[src/rtl/adc_spi_responder_if.sv]
// ---------------------------------------------------------------------------
// adc_spi_responder_if
//   Four-wire link between the ADC reader and the emulated 8-channel ADC.
//
//   Signals:
//     ADC_CS_N  frame select, low while a frame is active
//     ADC_SCLK  serial clock; idles low, config sampled on its rising edge
//     ADC_DIN   config bits toward the converter, MSB first
//     ADC_DOUT  conversion bits from the converter, MSB first,
//               changed after each SCLK falling edge
//
//   Modports:
//     master  the reader side (drives CS_N/SCLK/DIN, receives DOUT)
//     slave   the converter side (receives CS_N/SCLK/DIN, drives DOUT)
// ---------------------------------------------------------------------------
interface adc_spi_responder_if;
  logic ADC_CS_N;
  logic ADC_SCLK;
  logic ADC_DIN;
  logic ADC_DOUT;

  modport master (
    output ADC_CS_N,
    output ADC_SCLK,
    output ADC_DIN,
    input  ADC_DOUT
  );

  modport slave (
    input  ADC_CS_N,
    input  ADC_SCLK,
    input  ADC_DIN,
    output ADC_DOUT
  );
endinterface

[src/rtl/adc_spi_responder.sv]
// ---------------------------------------------------------------------------
// adc_spi_responder
//   Emulates the on-board 8-channel 12-bit SPI ADC so the capture path can be
//   exercised without an analog front end. Each frame returns the data of the
//   channel chosen by the previous frame's config word, the same pipelined
//   behaviour as the real converter.
//
//   Ports:
//     clock        system clock, all logic on its rising edge
//     reset_n      asynchronous active-low reset
//     spi          adc_spi_responder_if.slave (CS_N, SCLK, DIN in; DOUT out);
//                  the pins are asynchronous to clock and get synchronized
//     ch_data      flat channel data, CHn in bits [n*CH_W +: CH_W]
//     cur_ch       channel returned by the current or next frame
//     frame_done   one-cycle pulse when a full frame ends with CS_N rising
//     frame_abort  one-cycle pulse when CS_N rises before the last bit
//
//   Config word (MSB first): S/D, O/S, S1, S0, UNI, SLP.
//     cur_ch = {S1, S0, O/S}; S/D=0 forces the returned data to zero;
//     SLP is ignored.
//
//   Build option ADC_RESP_BIPOLAR_EN:
//     defined   - a committed UNI=0 flips the data MSB, turning offset
//                 binary into two's complement
//     undefined - UNI is stored but data is always returned as is
// ---------------------------------------------------------------------------
module adc_spi_responder #(
  parameter int CH_W = 12,
  parameter int NCH  = 8
) (
  input  logic                clock,
  input  logic                reset_n,
  adc_spi_responder_if.slave  spi,
  input  logic [NCH*CH_W-1:0] ch_data,
  output logic [2:0]          cur_ch,
  output logic                frame_done,
  output logic                frame_abort
);

  localparam int         CNT_W     = $clog2(CH_W + 1);
  localparam int         CFG_W     = 6;
  localparam logic [5:0] CFG_RESET = 6'b100010;

  typedef enum logic [1:0] {
    IDLE,
    SHIFT,
    HOLD
  } state_t;

  state_t            state, state_next;
  logic [CH_W-1:0]   shift_reg, shift_reg_next;
  logic [CNT_W-1:0]  bit_cnt, bit_cnt_next;
  logic [CFG_W-1:0]  cfg_sr, cfg_sr_next;
  logic [CFG_W-1:0]  cfg_reg, cfg_next;
  logic              dout, dout_next;
  logic              done_next, abort_next;
  logic [CH_W-1:0]   snap;

  // Two sync stages plus one history stage for the edge-carrying pins.
  // CS_N resets high and SCLK low (their idle levels) so no false edge is
  // seen right after reset release.
  logic [2:0] cs_pipe;
  logic [2:0] sclk_pipe;
  logic [1:0] din_pipe;

  always_ff @(posedge clock or negedge reset_n) begin
    if (!reset_n) begin
      cs_pipe   <= 3'b111;
      sclk_pipe <= 3'b000;
      din_pipe  <= 2'b00;
    end else begin
      cs_pipe   <= {cs_pipe[1:0], spi.ADC_CS_N};
      sclk_pipe <= {sclk_pipe[1:0], spi.ADC_SCLK};
      din_pipe  <= {din_pipe[0], spi.ADC_DIN};
    end
  end

  logic cs_fall, cs_rise, sclk_rise, sclk_fall, din_s;

  assign cs_fall   =  cs_pipe[2]   & ~cs_pipe[1];
  assign cs_rise   = ~cs_pipe[2]   &  cs_pipe[1];
  assign sclk_rise = ~sclk_pipe[2] &  sclk_pipe[1];
  assign sclk_fall =  sclk_pipe[2] & ~sclk_pipe[1];
  assign din_s     =  din_pipe[1];

  // Channel decode from the committed config: {S1, S0, O/S}.
  assign cur_ch = {cfg_reg[3], cfg_reg[2], cfg_reg[4]};

  // Word loaded into the shift register at the start of a frame.
  // A differential selection always reads as zero.
  always_comb begin
    snap = ch_data[int'(cur_ch)*CH_W +: CH_W];
`ifdef ADC_RESP_BIPOLAR_EN
    if (!cfg_reg[1]) begin
      snap = snap ^ {1'b1, {(CH_W-1){1'b0}}};
    end
`endif
    if (!cfg_reg[5]) begin
      snap = '0;
    end
  end

  // SLP never matters, and UNI only matters with the bipolar option.
  logic unused_cfg;
`ifdef ADC_RESP_BIPOLAR_EN
  assign unused_cfg = cfg_reg[0];
`else
  assign unused_cfg = ^{cfg_reg[1], cfg_reg[0]};
`endif

  // State and datapath registers.
  always_ff @(posedge clock or negedge reset_n) begin
    if (!reset_n) begin
      state       <= IDLE;
      shift_reg   <= '0;
      bit_cnt     <= '0;
      cfg_sr      <= '0;
      cfg_reg     <= CFG_RESET;
      dout        <= 1'b0;
      frame_done  <= 1'b0;
      frame_abort <= 1'b0;
    end else begin
      state       <= state_next;
      shift_reg   <= shift_reg_next;
      bit_cnt     <= bit_cnt_next;
      cfg_sr      <= cfg_sr_next;
      cfg_reg     <= cfg_next;
      dout        <= dout_next;
      frame_done  <= done_next;
      frame_abort <= abort_next;
    end
  end

  // Next-state and datapath logic. The config is committed only when CS_N
  // rises after all CH_W rising edges; an early rise throws away the
  // partially shifted config and keeps the previous channel.
  always_comb begin
    state_next     = state;
    shift_reg_next = shift_reg;
    bit_cnt_next   = bit_cnt;
    cfg_sr_next    = cfg_sr;
    cfg_next       = cfg_reg;
    dout_next      = dout;
    done_next      = 1'b0;
    abort_next     = 1'b0;

    case (state)
      IDLE: begin
        dout_next = 1'b0;
        if (cs_fall) begin
          shift_reg_next = snap;
          dout_next      = snap[CH_W-1];
          bit_cnt_next   = '0;
          cfg_sr_next    = '0;
          state_next     = SHIFT;
        end
      end

      SHIFT: begin
        if (cs_rise) begin
          dout_next  = 1'b0;
          state_next = IDLE;
          if (bit_cnt == CNT_W'(CH_W)) begin
            cfg_next  = cfg_sr;
            done_next = 1'b1;
          end else begin
            abort_next = 1'b1;
          end
        end else if (bit_cnt == CNT_W'(CH_W)) begin
          dout_next  = 1'b0;
          state_next = HOLD;
        end else if (sclk_rise) begin
          if (bit_cnt < CNT_W'(CFG_W)) begin
            cfg_sr_next = {cfg_sr[CFG_W-2:0], din_s};
          end
          bit_cnt_next = bit_cnt + 1'b1;
        end else if (sclk_fall) begin
          shift_reg_next = {shift_reg[CH_W-2:0], 1'b0};
          dout_next      = shift_reg[CH_W-2];
        end
      end

      HOLD: begin
        dout_next = 1'b0;
        if (cs_rise) begin
          cfg_next   = cfg_sr;
          done_next  = 1'b1;
          state_next = IDLE;
        end
      end

      default: begin
        dout_next  = 1'b0;
        state_next = IDLE;
      end
    endcase
  end

  assign spi.ADC_DOUT = dout;

endmodule

[src/flat_wrapper.sv]
// flat-port wrapper written by rule: the top's interface ports become plain ports
module adc_spi_responder_flat 
#(
  parameter int CH_W = 12,
  parameter int NCH  = 8
)
  (clock, reset_n, ch_data, cur_ch, frame_done, frame_abort, spi_ADC_CS_N, spi_ADC_SCLK, spi_ADC_DIN, spi_ADC_DOUT);
  adc_spi_responder_if spi_i ();
  input  logic clock;
  input  logic reset_n;
  input  logic [NCH*CH_W-1:0] ch_data;
  output logic [2:0] cur_ch;
  output logic frame_done;
  output logic frame_abort;
  input wire logic [$bits(spi_i.ADC_CS_N)-1:0] spi_ADC_CS_N;
  input wire logic [$bits(spi_i.ADC_SCLK)-1:0] spi_ADC_SCLK;
  input wire logic [$bits(spi_i.ADC_DIN)-1:0] spi_ADC_DIN;
  output wire logic [$bits(spi_i.ADC_DOUT)-1:0] spi_ADC_DOUT;
  assign spi_i.ADC_CS_N = spi_ADC_CS_N;
  assign spi_i.ADC_SCLK = spi_ADC_SCLK;
  assign spi_i.ADC_DIN = spi_ADC_DIN;
  assign spi_ADC_DOUT = spi_i.ADC_DOUT;
  adc_spi_responder #(.CH_W(CH_W), .NCH(NCH)) u_core (.clock(clock), .reset_n(reset_n), .spi(spi_i), .ch_data(ch_data), .cur_ch(cur_ch), .frame_done(frame_done), .frame_abort(frame_abort));
endmodule
[config.mk]
export PLATFORM = sky130hd
export DESIGN_NAME = adc_spi_responder_flat
export DESIGN_NICKNAME = d
export VERILOG_FILES = /design/src/rtl/adc_spi_responder_if.sv /design/src/rtl/adc_spi_responder.sv /design/src/flat_wrapper.sv
export SDC_FILE = /design/constraint.sdc
export NUM_CORES = 1
export LEC_CHECK = 0
export BUFFER_PORTS_ARGS = -buffer_cell sky130_fd_sc_hd__buf_2
export CAP_MARGIN = 5
export CORE_MARGIN = 1
export CORE_UTILIZATION = 41
export DETAILED_ROUTE_END_ITERATION = 10
export PLACE_DENSITY = 0.69
export SETUP_SLACK_MARGIN = 0.05
export SYNTH_ARGS = -nofsm -noshare
export SYNTH_HDL_FRONTEND = slang
export SYNTH_SLANG_ARGS = --single-unit
export TNS_END_PERCENT = 5
[constraint.sdc]
create_clock -name clock -period 5.6 [get_ports clock]
set_input_delay 0.56 -clock clock [delete_from_list [all_inputs] [get_ports clock]]
set_output_delay 0.56 -clock clock [all_outputs]
set_load 0.03 [all_outputs]
==> qor.json, run 1 <==
{
  "finalNonFillerCells": 386,
  "power.ir.vdd_worst_uv": 142,
  "synth_cell_types": 39,
  "most_common_library_cell_in_the_layout_ignoring_fill_and_taps": "sky130_fd_sc_hd__buf_2",
  "ratio_of_cells_with_drive_above_1_in_the_final_layout_pct": 53.1,
  "final_critical_path_setup_slack_ps": 2570,
  "port-buffer-count": 106,
  "worst_ep_arrival_time_ps": 3200,
  "fin_nets": 416,
  "final_min_period_over_clock_period_pct": 54.1,
  "detail_route.wl_per_cell_um": 14.3,
  "totalNegativeSetupSlack_ps": 0,
  "drt_wl_total_mm": 5.51,
  "n_fill_cell": 526,
  "start_util_pct": 42.8,
  "design_area_um2": 3200,
  "place.gp.congestion": 0.782,
  "synth_enable_flop_cells": 0,
  "syn_nets": 319,
  "final_cell_mix": "sky130_fd_sc_hd__buf_2 (106), sky130_fd_sc_hd__dfrtp_1 (34), sky130_fd_sc_hd__inv_1 (26)",
  "power-per-cell-area_nw_per_um2": 298,
  "holdCritPathClass": "input pin to async pin",
  "die_area_um2": 6570,
  "ctsRootBufferMaster": "sky130_fd_sc_hd__clkbuf_8",
  "rsz_0062_raised_after_global_routing": "false",
  "postSynth.asyncResetShare_pct": 100,
  "cts-root-to-sink-buffers": 2,
  "synthesized_netlist_cell_count": 213,
  "ant_nets": 0,
  "clkLatencyLatePin_ps": 300,
  "globalRoute.totalOverflow": 0,
  "numClockSinks": 38,
  "critical_path.top_delay_family": "simple AND/OR/NAND/NOR gates",
  "timing.clock.skew_ps": 5.46,
  "crit_path_max_fanout": 21,
  "cts_made_buffers": 5,
  "grtUsageTotal_pct": 17.3,
  "criticalPathCategory": "flop to flop",
  "worstPathRequired_ps": 5780,
  "crit_buf_inv": 1,
  "total_power_mw": 0.955,
  "cp_slowest_cell": "sky130_fd_sc_hd__nor3_4",
  "slew_headroom_pct": 29.5,
  "num_vias": 2023,
  "result_of_the_run": "complete, no violations",
  "post-route-min-period_ps": 3030,
  "largest_reg_flops": 11,
  "timing.final.hold_violations": 0,
  "dieWidth_um": 81.1,
  "max_cap_viols": 0,
  "clk_pin_slew_worst_paths_ps": 80,
  "cts_tree": "done",
  "post-cts-setup-buffers": 0,
  "worst_pin_slew_ps": 1060,
  "seq_area_frac_synth_pct": 37.3,
  "postSynthRegisterBits": 38,
  "floorplan.core_area_um2": 5990,
  "start_kind": "flop",
  "vias_per_cell": 5.24,
  "insertedDiodeCount": 0,
  "io_pins": 107,
  "grt_max_degree": 39,
  "area_delta_synth_final_pct": 24.9,
  "cp_cell_sequence": "inv_1, ha_1, nand3_4, nor3_4, nor2b_1, a221o_1",
  "grt_first_pass_wirelength_mm": 8.45,
  "number_of_antenna_violations_at_the_first_check_in_global_routing": 0,
  "cts_resized": 0,
  "synth_ff_type": "sky130_fd_sc_hd__dfrtp_1",
  "syn-cell-area_um2": 2560,
  "pre_cts_slack_ps": 2560,
  "setup_viol": 0,
  "timing.final.max_slew_violations": 0,
  "yosys_warnings": 0,
  "die_h_um": 81.1,
  "placed_cells_incl_taps": 378,
  "cts.hold.buffers_added": 0,
  "fmax_ghz": 0.330,
  "first_iter_violations": 71,
  "leakage_nw": 1.47,
  "drt_drc_violations_left": 0,
  "dp_hpwl_mm": 4.36,
  "drtPass1Iterations": 6,
  "crit_path_capture_type": "flop",
  "cts.htree.levels": 2,
  "rows": 28,
  "placed_area_um2": 3090,
  "via_count_of_the_first_global_routing_pass": 1891,
  "post_synth.cell_area_avg_um2": 12.0,
  "slowest_delay_ps": 700
}
-- cell type report --
cell class	instances	area, um2	share of cell area (%)
well taps	75	93.8	2.93
multi-input cells	132	1400	43.8
inverters	26	97.6	3.05
clock inverters	3	45.0	1.41
clock buffers	5	68.8	2.15
repair buffers	107	538	16.8
flip-flops and latches	38	956	29.9
-- synth_stat cells, drive strengths merged, types with 2 or more instances --
cell type / count / area share [%]
a21oi: 3 / 0.59
a221o: 10 / 3.9
buf: 16 / 4.1
dfrtp: 34 / 33
dfstp: 4 / 4.1
ha: 5 / 2.4
inv: 26 / 3.8
mux2: 15 / 7.9
mux2i: 3 / 1.2
mux4: 24 / 21
nand2: 19 / 2.8
nand2b: 3 / 1.0
nand3: 4 / 1.8
nor2: 8 / 1.2
nor3: 3 / 1.0
o21ai: 7 / 1.4
o22ai: 12 / 2.9
or2: 2 / 0.49
xnor2: 3 / 1.0
-- through the flow --
step / hold slack (ps) / utilization [%]
after CTS: 354 / 53.4
after detailed placement: 336 / 51.5
after floorplan: 264 / -
after global placement: 333 / 51.5
final: 340 / 53.4
after global routing: 348 / 53.4
-- worst paths after layout --
check,startpoint,to,slack [ps],depth (start not counted)
min in group clock,u_core.din_pipe[0]$_DFF_PN0_,u_core.din_pipe[1]$_DFF_PN0_,350,0
worst min register to register,u_core.din_pipe[0]$_DFF_PN0_,u_core.din_pipe[1]$_DFF_PN0_,350,0
max in group asynchronous,reset_n,u_core.shift_reg[6]$_DFFE_PN0P_,4740,1
worst max-delay path,u_core.state[1]$_DFFE_PN0P_,u_core.shift_reg[9]$_DFFE_PN0P_,2570,6
worst max register to register,u_core.state[1]$_DFFE_PN0P_,u_core.shift_reg[9]$_DFFE_PN0P_,2570,6
worst min-delay path,reset_n,u_core.din_pipe[0]$_DFF_PN0_,340,1
-- logic make-up (layout without fill, tap and decap cells) --
kind of cell    count (synthesis)  after routing  synth area share [%]
fa+ha+maj                       5              5                  2.44
simple gates                   46             46                  10.2
xor+xnor                        3              3                  1.03
buf+inv                        43            141                  8.01
compound gates                 36             36                  10.8
flops                          38             38                  37.3
mux                            42             42                  30.2
-- layer usage --
| layer | track usage (%) | wire, um | vias to the layer above |
|---|---|---|---|
| met1 | 23.4 | 2460 | 967 |
| met2 | 27.7 | 2750 | 74 |
| met4 | 5.71 | 61 | 0 |
| met3 | 3.37 | 237 | 8 |
| li1 | - | - | 974 |
| met5 | 0 | 0 | - |
-- worst reg2reg max path: cells and delay by family, from the launching register on --
| kind | cells | cell delay, ps |
|---|---|---|
| and+or+nand+nor | 3 | 1330 |
| buffers and inverters | 1 | 80 |
| AOI/OAI and AO/OA | 1 | 430 |
| adders and majority gates | 1 | 660 |
| DFF | 1 | 400 |
-- report_power, final --
| group | total, mW | leakage [nW] | internal (mW) | switching [mW] |
|---|---|---|---|---|
| sequential | 0.397 | 0.459 | 0.342 | 0.0550 |
| clock | 0.236 | 0.0504 | 0.132 | 0.103 |
| combinational | 0.322 | 0.963 | 0.175 | 0.147 |
No activity file was read; power rests on OpenSTA's default activity.
==> inputs of run 2 (changes only) <==
--- a/config.mk
+++ b/config.mk
@@ -10,7 +10,7 @@
 export CORE_MARGIN = 1
 export CORE_UTILIZATION = 41
 export DETAILED_ROUTE_END_ITERATION = 10
-export PLACE_DENSITY = 0.69
+export PLACE_DENSITY = 0.72
 export SETUP_SLACK_MARGIN = 0.05
 export SYNTH_ARGS = -nofsm -noshare
 export SYNTH_HDL_FRONTEND = slang
==> constraint.sdc (replaced) <==
create_clock -name clock -period 2.6 [get_ports clock]
set_input_delay 0.26 -clock clock [delete_from_list [all_inputs] [get_ports clock]]
set_output_delay 0.26 -clock clock [all_outputs]
set_load 0.03 [all_outputs]
==> qor.json, run 2 (synthesized netlist as in run 1, its figures left out) <==
{
  "cts_made_buffers": {"value": 5, "change": "unchanged"},
  "rsz_0062_raised_after_global_routing": "false",
  "cts-root-to-sink-buffers": {"value": 2, "change": "unchanged"},
  "r2r_start": "u_core.bit_cnt[1]$_DFFE_PN0P_",
  "ratio_of_cells_with_drive_above_1_in_the_final_layout": {"value": 53.3, "unit": "%", "change": "+0.28 points"},
  "regToRegSetupSlack": {"value": 390, "unit": "ps", "change": "-2180 ps"},
  "cts_resized": {"value": 0, "change": "unchanged"},
  "ant_nets": {"value": 0, "change": "unchanged"},
  "switching_share": {"value": 33.5, "unit": "%", "change": "+1.6 points"},
  "drt_wl_total": {"value": 5.91, "unit": "mm", "change": "+7.2%"},
  "globalRoute.totalOverflow": {"value": 0, "change": "unchanged"},
  "cts_tree": "done",
  "combinationalPowerShare": {"value": 36.5, "unit": "%", "change": "+2.7 points"},
  "worstPathRequired": {"value": 2830, "unit": "ps", "change": "-2950 ps"},
  "drt_drc_violations_left": {"value": 0, "change": "unchanged"},
  "grtUsageTotal": {"value": 18.3, "unit": "%", "change": "+1.1 points"},
  "dp_hpwl": {"value": 4.66, "unit": "mm", "change": "+6.7%"},
  "insertedDiodeCount": {"value": 0, "change": "unchanged"},
  "holdCritPathClass": "input pin to async pin",
  "fmax": {"value": 0.453, "unit": "GHz", "change": "+37%"},
  "cellInternalPower": {"value": 1.31, "unit": "mW", "change": "+100%"},
  "die_area": {"value": 6570, "unit": "um2", "change": "unchanged"},
  "worst_r2r_path_depth": {"value": 8, "change": "+2"},
  "via_count_of_the_first_global_routing_pass": {"value": 1977, "change": "+4.5%"},
  "power-per-cell-area": {"value": 616, "unit": "nW/um2", "change": "+110%"},
  "worst_ep_arrival_time": {"value": 2430, "unit": "ps", "change": "-770 ps"},
  "drtPass1Iterations": {"value": 4, "change": "-2"},
  "numClockSinks": {"value": 38, "change": "unchanged"},
  "ctsRootBufferMaster": "sky130_fd_sc_hd__clkbuf_8",
  "p_sw": {"value": 0.661, "unit": "mW", "change": "+120%"},
  "num_vias": {"value": 2063, "change": "+2.0%"},
  "io_pins": {"value": 107, "change": "unchanged"},
  "timing.clock.skew": {"value": 7.70, "unit": "ps", "change": "+2.24 ps"},
  "max_cap_viols": {"value": 0, "change": "unchanged"},
  "fin_nets": {"value": 420, "change": "+0.96%"},
  "clk_pin_slew_worst_paths": {"value": 80, "unit": "ps", "change": "about the same"},
  "totalNegativeSetupSlack": {"value": 0, "unit": "ps", "change": "unchanged"},
  "post-cts-setup-buffers": {"value": 0, "change": "unchanged"},
  "timing.rr.end": "u_core.shift_reg[2]$_DFFE_PN0P_",
  "final_min_period_over_clock_period": {"value": 84.8, "unit": "%", "change": "+31 points"},
  "most_common_library_cell_in_the_layout_ignoring_fill_and_taps": "sky130_fd_sc_hd__buf_2",
  "vias_per_cell": {"value": 5.29, "change": "+0.93%"},
  "clkLatencyLatePin": {"value": 300, "unit": "ps", "change": "about the same"},
  "worst_pin_slew": {"value": 834, "unit": "ps", "change": "-223 ps"},
  "crit_path_capture_type": "flop",
  "finalNonFillerCells": {"value": 390, "change": "+1.0%"},
  "die_h": {"value": 81.1, "unit": "um", "change": "unchanged"},
  "slew_headroom": {"value": 44.4, "unit": "%", "change": "+15 points"},
  "final_cell_mix": "sky130_fd_sc_hd__buf_2 (106), sky130_fd_sc_hd__dfrtp_1 (34), sky130_fd_sc_hd__inv_1 (26)",
  "power.share.clock": {"value": 20.0, "unit": "%", "change": "-4.7 points"},
  "start_util": {"value": 42.8, "unit": "%", "change": "unchanged"},
  "grt_max_degree": {"value": 39, "change": "unchanged"},
  "timing.final.max_slew_violations": {"value": 0, "change": "unchanged"},
  "area_delta_synth_final": {"value": 24.9, "unit": "%", "change": "about the same"},
  "largest_reg_flops": {"value": 11, "change": "unchanged"},
  "rows": {"value": 28, "change": "unchanged"},
  "crit_path_max_fanout": {"value": 12, "change": "-43%"},
  "first_iter_violations": {"value": 114, "change": "+61%"},
  "layout.core_utilization": {"value": 53.4, "unit": "%", "change": "about the same"},
  "floorplan.core_area": {"value": 5990, "unit": "um2", "change": "unchanged"},
  "cts.htree.levels": {"value": 2, "change": "unchanged"},
  "start_kind": "flop",
  "place.gp.congestion": {"value": 0.760, "change": "-2.8%"},
  "result_of_the_run": "complete, no violations",
  "detail_route.wl_per_cell": {"value": 15.2, "unit": "um", "change": "+6.1%"},
  "number_of_antenna_violations_at_the_first_check_in_global_routing": {"value": 0, "change": "unchanged"},
  "seq_power_share": {"value": 43.5, "unit": "%", "change": "+1.9 points"},
  "dieWidth": {"value": 81.1, "unit": "um", "change": "unchanged"},
  "port-buffer-count": {"value": 106, "change": "unchanged"},
  "cts.hold.buffers_added": {"value": 0, "change": "unchanged"},
  "timing.final.hold_violations": {"value": 0, "change": "unchanged"},
  "criticalPathCategory": "flop to flop",
  "grt_first_pass_wirelength": {"value": 9.09, "unit": "mm", "change": "+7.5%"},
  "leakage": {"value": 1.49, "unit": "nW", "change": "+1.1%"},
  "placed_cells_incl_taps": {"value": 382, "change": "+1.1%"},
  "power.ir.vdd_worst": {"value": 324, "unit": "uV", "change": "+130%"},
  "setup_viol": {"value": 0, "change": "unchanged"},
  "post-route-min-period": {"value": 2210, "unit": "ps", "change": "-821 ps"}
}
[run 2: stage by stage]
step	hold WS (ps)	total power, mW	worst slack, ps	cell area, um2
6_report	54.5	1.97	394	3200
4_1_cts	52.6	1.98	384	3200
3_3_place_gp	333	1.55	469	3120
5_1_grt	51.5	2.09	263	3200
2_1_floorplan	-35.6	1.38	566	2560
3_5_place_dp	342	1.59	409	3120
[run 2: how the worst max path moves through the flow]
stage / from / cells past startpoint / endpoint / slack (ps)
6_report: u_core.bit_cnt[1]$_DFFE_PN0P_ / 8 / u_core.shift_reg[2]$_DFFE_PN0P_ / 390
5_1_grt: u_core.bit_cnt[1]$_DFFE_PN0P_ / 8 / u_core.shift_reg[6]$_DFFE_PN0P_ / 260
4_1_cts: u_core.bit_cnt[1]$_DFFE_PN0P_ / 8 / u_core.shift_reg[2]$_DFFE_PN0P_ / 380
3_5_place_dp: u_core.bit_cnt[1]$_DFFE_PN0P_ / 8 / u_core.shift_reg[2]$_DFFE_PN0P_ / 410
3_3_place_gp: u_core.bit_cnt[1]$_DFFE_PN0P_ / 8 / u_core.shift_reg[1]$_DFFE_PN0P_ / 470
2_1_floorplan: u_core.bit_cnt[1]$_DFFE_PN0P_ / 8 / u_core.shift_reg[9]$_DFFE_PN0P_ / 570
[run 2: layout make-up]
type                    count  area (um2)
clock buffers               6        72.6
clock inverters             2        10.0
fillers                   522        2790
inverters                  26        97.6
multi-input cells         132        1400
flip-flops and latches     38         956
well taps                  75        93.8
repair buffers            111         568
[run 2: power groups by stage]
stage               Sequential [mW]  Clock [mW]  Combinational [mW]
CTS                           0.855       0.402               0.725
detailed placement            0.863           0               0.722
floorplan                     0.853           0               0.529
global placement              0.859           0               0.689
finish                        0.857       0.395               0.720
global route                  0.874       0.426               0.790
[run 2: critical path, cell delays in order, from the launching register on]
cell	delay [ps]
sky130_fd_sc_hd__dfrtp_1	450
sky130_fd_sc_hd__inv_1	80
sky130_fd_sc_hd__ha_1	210
sky130_fd_sc_hd__nand3_4	100
sky130_fd_sc_hd__nand3_4	170
sky130_fd_sc_hd__nor3_4	60
sky130_fd_sc_hd__buf_4	200
sky130_fd_sc_hd__nor2b_1	590
sky130_fd_sc_hd__a221o_1	280
[run 2: per-layer routing]
metal / wire length, um / global-route usage [%] / vias up
met5: 0 / 0 / -
met4: 70 / 6.96 / 0
met3: 263 / 3.37 / 5
met1: 2540 / 24.3 / 1012
li1: - / - / 982
met2: 3040 / 29.9 / 64
==> inputs of run 3 (changes only) <==
==> constraint.sdc (replaced) <==
create_clock -name clock -period 1.93 [get_ports clock]
set_input_delay 0.193 -clock clock [delete_from_list [all_inputs] [get_ports clock]]
set_output_delay 0.193 -clock clock [all_outputs]
set_load 0.03 [all_outputs]
==> qor.json, run 3 (synthesized netlist as in run 1, its figures left out) <==
{
  "area_delta_synth_final_pct": 33.7,
  "timing.clock.skew": {"value": 4.81, "unit": "ps", "change": "-2.89 ps"},
  "ratio_of_cells_with_drive_above_1_in_the_final_layout": {"value": 57.5, "unit": "%", "change": "+4.2 points"},
  "fmax": {"value": 0.528, "unit": "GHz", "change": "+16%"},
  "final_cell_mix": "sky130_fd_sc_hd__buf_2 (106), sky130_fd_sc_hd__dfrtp_1 (34), sky130_fd_sc_hd__mux4_2 (24)",
  "wl_met2": {"value": 3.09, "unit": "mm", "change": "+1.7%"},
  "insertedDiodeCount": {"value": 0, "change": "unchanged"},
  "drt_drc_violations_left": {"value": 0, "change": "unchanged"},
  "holdCritPathClass": "input pin to async pin",
  "place.gp.congestion": {"value": 0.772, "change": "+1.6%"},
  "cts.htree.levels": {"value": 2, "change": "unchanged"},
  "cp_slowest_cell": "sky130_fd_sc_hd__dfrtp_1",
  "worst_r2r_path_depth": {"value": 8, "change": "unchanged"},
  "final_critical_path_setup_slack": {"value": 34.8, "unit": "ps", "change": "-359 ps"},
  "via_count_of_the_first_global_routing_pass": {"value": 2155, "change": "+9.0%"},
  "setup_viol": {"value": 0, "change": "unchanged"},
  "total_power": {"value": 3.12, "unit": "mW", "change": "+58%"},
  "crit_path_capture_type": "flop",
  "number_of_antenna_violations_at_the_first_check_in_global_routing": {"value": 0, "change": "unchanged"},
  "power-per-cell-area": {"value": 909, "unit": "nW/um2", "change": "+47%"},
  "worst_ep_arrival_time": {"value": 2070, "unit": "ps", "change": "-360 ps"},
  "worst_pin_slew": {"value": 806, "unit": "ps", "change": "-28.2 ps"},
  "post-cts-setup-buffers": {"value": 0, "change": "unchanged"},
  "globalRoute.totalOverflow": {"value": 0, "change": "unchanged"},
  "fin_nets": {"value": 432, "change": "+2.9%"},
  "pre_cts_slack": {"value": -43.5, "unit": "ps", "change": "-452 ps"},
  "dp_hpwl": {"value": 4.75, "unit": "mm", "change": "+2.1%"},
  "timing.final.hold_violations": {"value": 31, "change": "+31"},
  "die_h": {"value": 81.1, "unit": "um", "change": "unchanged"},
  "numClockSinks": {"value": 38, "change": "unchanged"},
  "highest_layer": "met4",
  "clk_pin_slew_worst_paths": {"value": 80, "unit": "ps", "change": "about the same"},
  "ctsRootBufferMaster": "sky130_fd_sc_hd__clkbuf_8",
  "timing.final.max_slew_violations": {"value": 0, "change": "unchanged"},
  "drtPass1Iterations": {"value": 4, "change": "unchanged"},
  "cts_tree": "done",
  "leakage": {"value": 1.59, "unit": "nW", "change": "+7.1%"},
  "max_cap_viols": {"value": 0, "change": "unchanged"},
  "clkLatencyLatePin": {"value": 290, "unit": "ps", "change": "about the same"},
  "cp_cell_sequence": "inv_2, ha_4, nand3_4, nand3_4, nor3_4, buf_12, mux2_4, a221o_1",
  "port-buffer-count": {"value": 106, "change": "unchanged"},
  "io_pins": {"value": 107, "change": "unchanged"},
  "n_fill_cell": {"value": 487, "change": "-6.7%"},
  "num_vias": {"value": 2124, "change": "+3.0%"},
  "largest_reg_flops": {"value": 11, "change": "unchanged"},
  "route.layer.met1.wl": {"value": 2.65, "unit": "mm", "change": "+4.5%"},
  "worst_hold_slack": {"value": -13.7, "unit": "ps", "change": "-68.2 ps"},
  "cts-root-to-sink-buffers": {"value": 2, "change": "unchanged"},
  "met3_wirelength": {"value": 280, "unit": "um", "change": "+6.5%"},
  "ant_nets": {"value": 0, "change": "unchanged"},
  "rows": {"value": 28, "change": "unchanged"},
  "power.ir.vdd_worst": {"value": 374, "unit": "uV", "change": "+15%"},
  "first_iter_violations": {"value": 93, "change": "-18%"},
  "vias_per_cell": {"value": 5.28, "change": "-0.12%"},
  "die_area": {"value": 6570, "unit": "um2", "change": "unchanged"},
  "slew_headroom": {"value": 46.3, "unit": "%", "change": "+1.9 points"},
  "drt_wl_total": {"value": 6.10, "unit": "mm", "change": "+3.2%"},
  "criticalPathCategory": "flop to flop",
  "start_kind": "flop",
  "crit_path_frequent_cell": "sky130_fd_sc_hd__nand3_4",
  "final_min_period_over_clock_period": {"value": 98.2, "unit": "%", "change": "+13 points"},
  "crit_path_max_fanout": {"value": 12, "change": "unchanged"},
  "detail_route.wl_per_cell": {"value": 15.2, "unit": "um", "change": "+0.15%"},
  "grtUsageTotal": {"value": 19.9, "unit": "%", "change": "+1.5 points"},
  "grt_first_pass_wirelength": {"value": 9.76, "unit": "mm", "change": "+7.4%"},
  "result_of_the_run": "finished with violations",
  "dieWidth": {"value": 81.1, "unit": "um", "change": "unchanged"},
  "cts_made_buffers": {"value": 5, "change": "unchanged"},
  "rsz_0062_raised_after_global_routing": "true",
  "start_util": {"value": 42.8, "unit": "%", "change": "unchanged"},
  "floorplan.core_area": {"value": 5990, "unit": "um2", "change": "unchanged"},
  "most_common_library_cell_in_the_layout_ignoring_fill_and_taps": "sky130_fd_sc_hd__buf_2",
  "grt_max_degree": {"value": 39, "change": "unchanged"},
  "slowest_delay": {"value": 410, "unit": "ps", "change": "-180 ps"},
  "violations_in_the_final_reports": "negative hold slack",
  "worstPathRequired": {"value": 2110, "unit": "ps", "change": "-720 ps"},
  "post-route-min-period": {"value": 1900, "unit": "ps", "change": "-311 ps"}
}
-- run 3: changes by cell type in the layout (fill, tap and decap cells not counted), sizes merged --
cell and change:
dlygate4sd3 +3, bufinv +2, buf +9, clkinv -2
-- run 3: area by class of cell --
type	count	area, um2	area share, %
Inverter	26	97.6	2.85
Multi-Input combinational cell	132	1440	42.1
Clock inverter	2	60.1	1.75
Sequential cell	38	956	27.9
Timing Repair Buffer	123	694	20.3
Tap cell	75	93.8	2.74
Clock buffer	6	82.6	2.41
-- run 3: what timing repair did --
action | 4_1_cts | 5_1_grt
hold buffers | 3 | 0
pin swaps | 1 | 1
setup endpoints to repair | 14 | 17
gates resized for setup | 7 | 5
hold endpoints to repair | 3 | 0
-- run 3: through the flow --
step                      util [%]  hold WS, ps  cells  TNS (ps)  area (um2)
after global routing          57.2         54.7    402      -243        3430
after global placement        53.6          299    391         0        3210
final                         57.2        -13.7    402         0        3430
after CTS                     56.9         7.53    402         0        3410
after detailed placement      53.6          299    391      -342        3210
after floorplan                  -         -103    213     -65.9        2560
-- run 3: layer usage --
| metal | GRT usage, % | vias up |
|---|---|---|
| met5 | 0 | - |
| met4 | 7.86 | 0 |
| met3 | 2.81 | 7 |
| met2 | 32.1 | 68 |
| met1 | 27.0 | 1040 |
| li1 | - | 1009 |
-- run 3: final timing paths --
kind | startpoint | end | slack [ps]
setup reg to reg | u_core.bit_cnt[0]$_DFFE_PN0P_ | u_core.shift_reg[2]$_DFFE_PN0P_ | 30
hold reg to reg | u_core.din_pipe[0]$_DFF_PN0_ | u_core.din_pipe[1]$_DFF_PN0_ | 350
hold / removal | reset_n | u_core.din_pipe[1]$_DFF_PN0_ | -10
max in group asynchronous | reset_n | u_core.shift_reg[3]$_DFFE_PN0P_ | 1440
setup / recovery | u_core.bit_cnt[0]$_DFFE_PN0P_ | u_core.shift_reg[2]$_DFFE_PN0P_ | 30
min in group clock | u_core.din_pipe[0]$_DFF_PN0_ | u_core.din_pipe[1]$_DFF_PN0_ | 350
-- run 3: where the power goes --
group,internal [mW],switching (mW)
Clock,0.551,0.293
Sequential,0.992,0.155
Combinational,0.622,0.502
Total,2.17,0.950
-- run 3: critical path, delay by kind of cell, from the launching register on --
family,cells,cell delay (ps)
compound gates,1,290
fa+ha+maj,1,170
mux,1,310
simple gates,3,340
buf+inv,2,260
flops,1,410
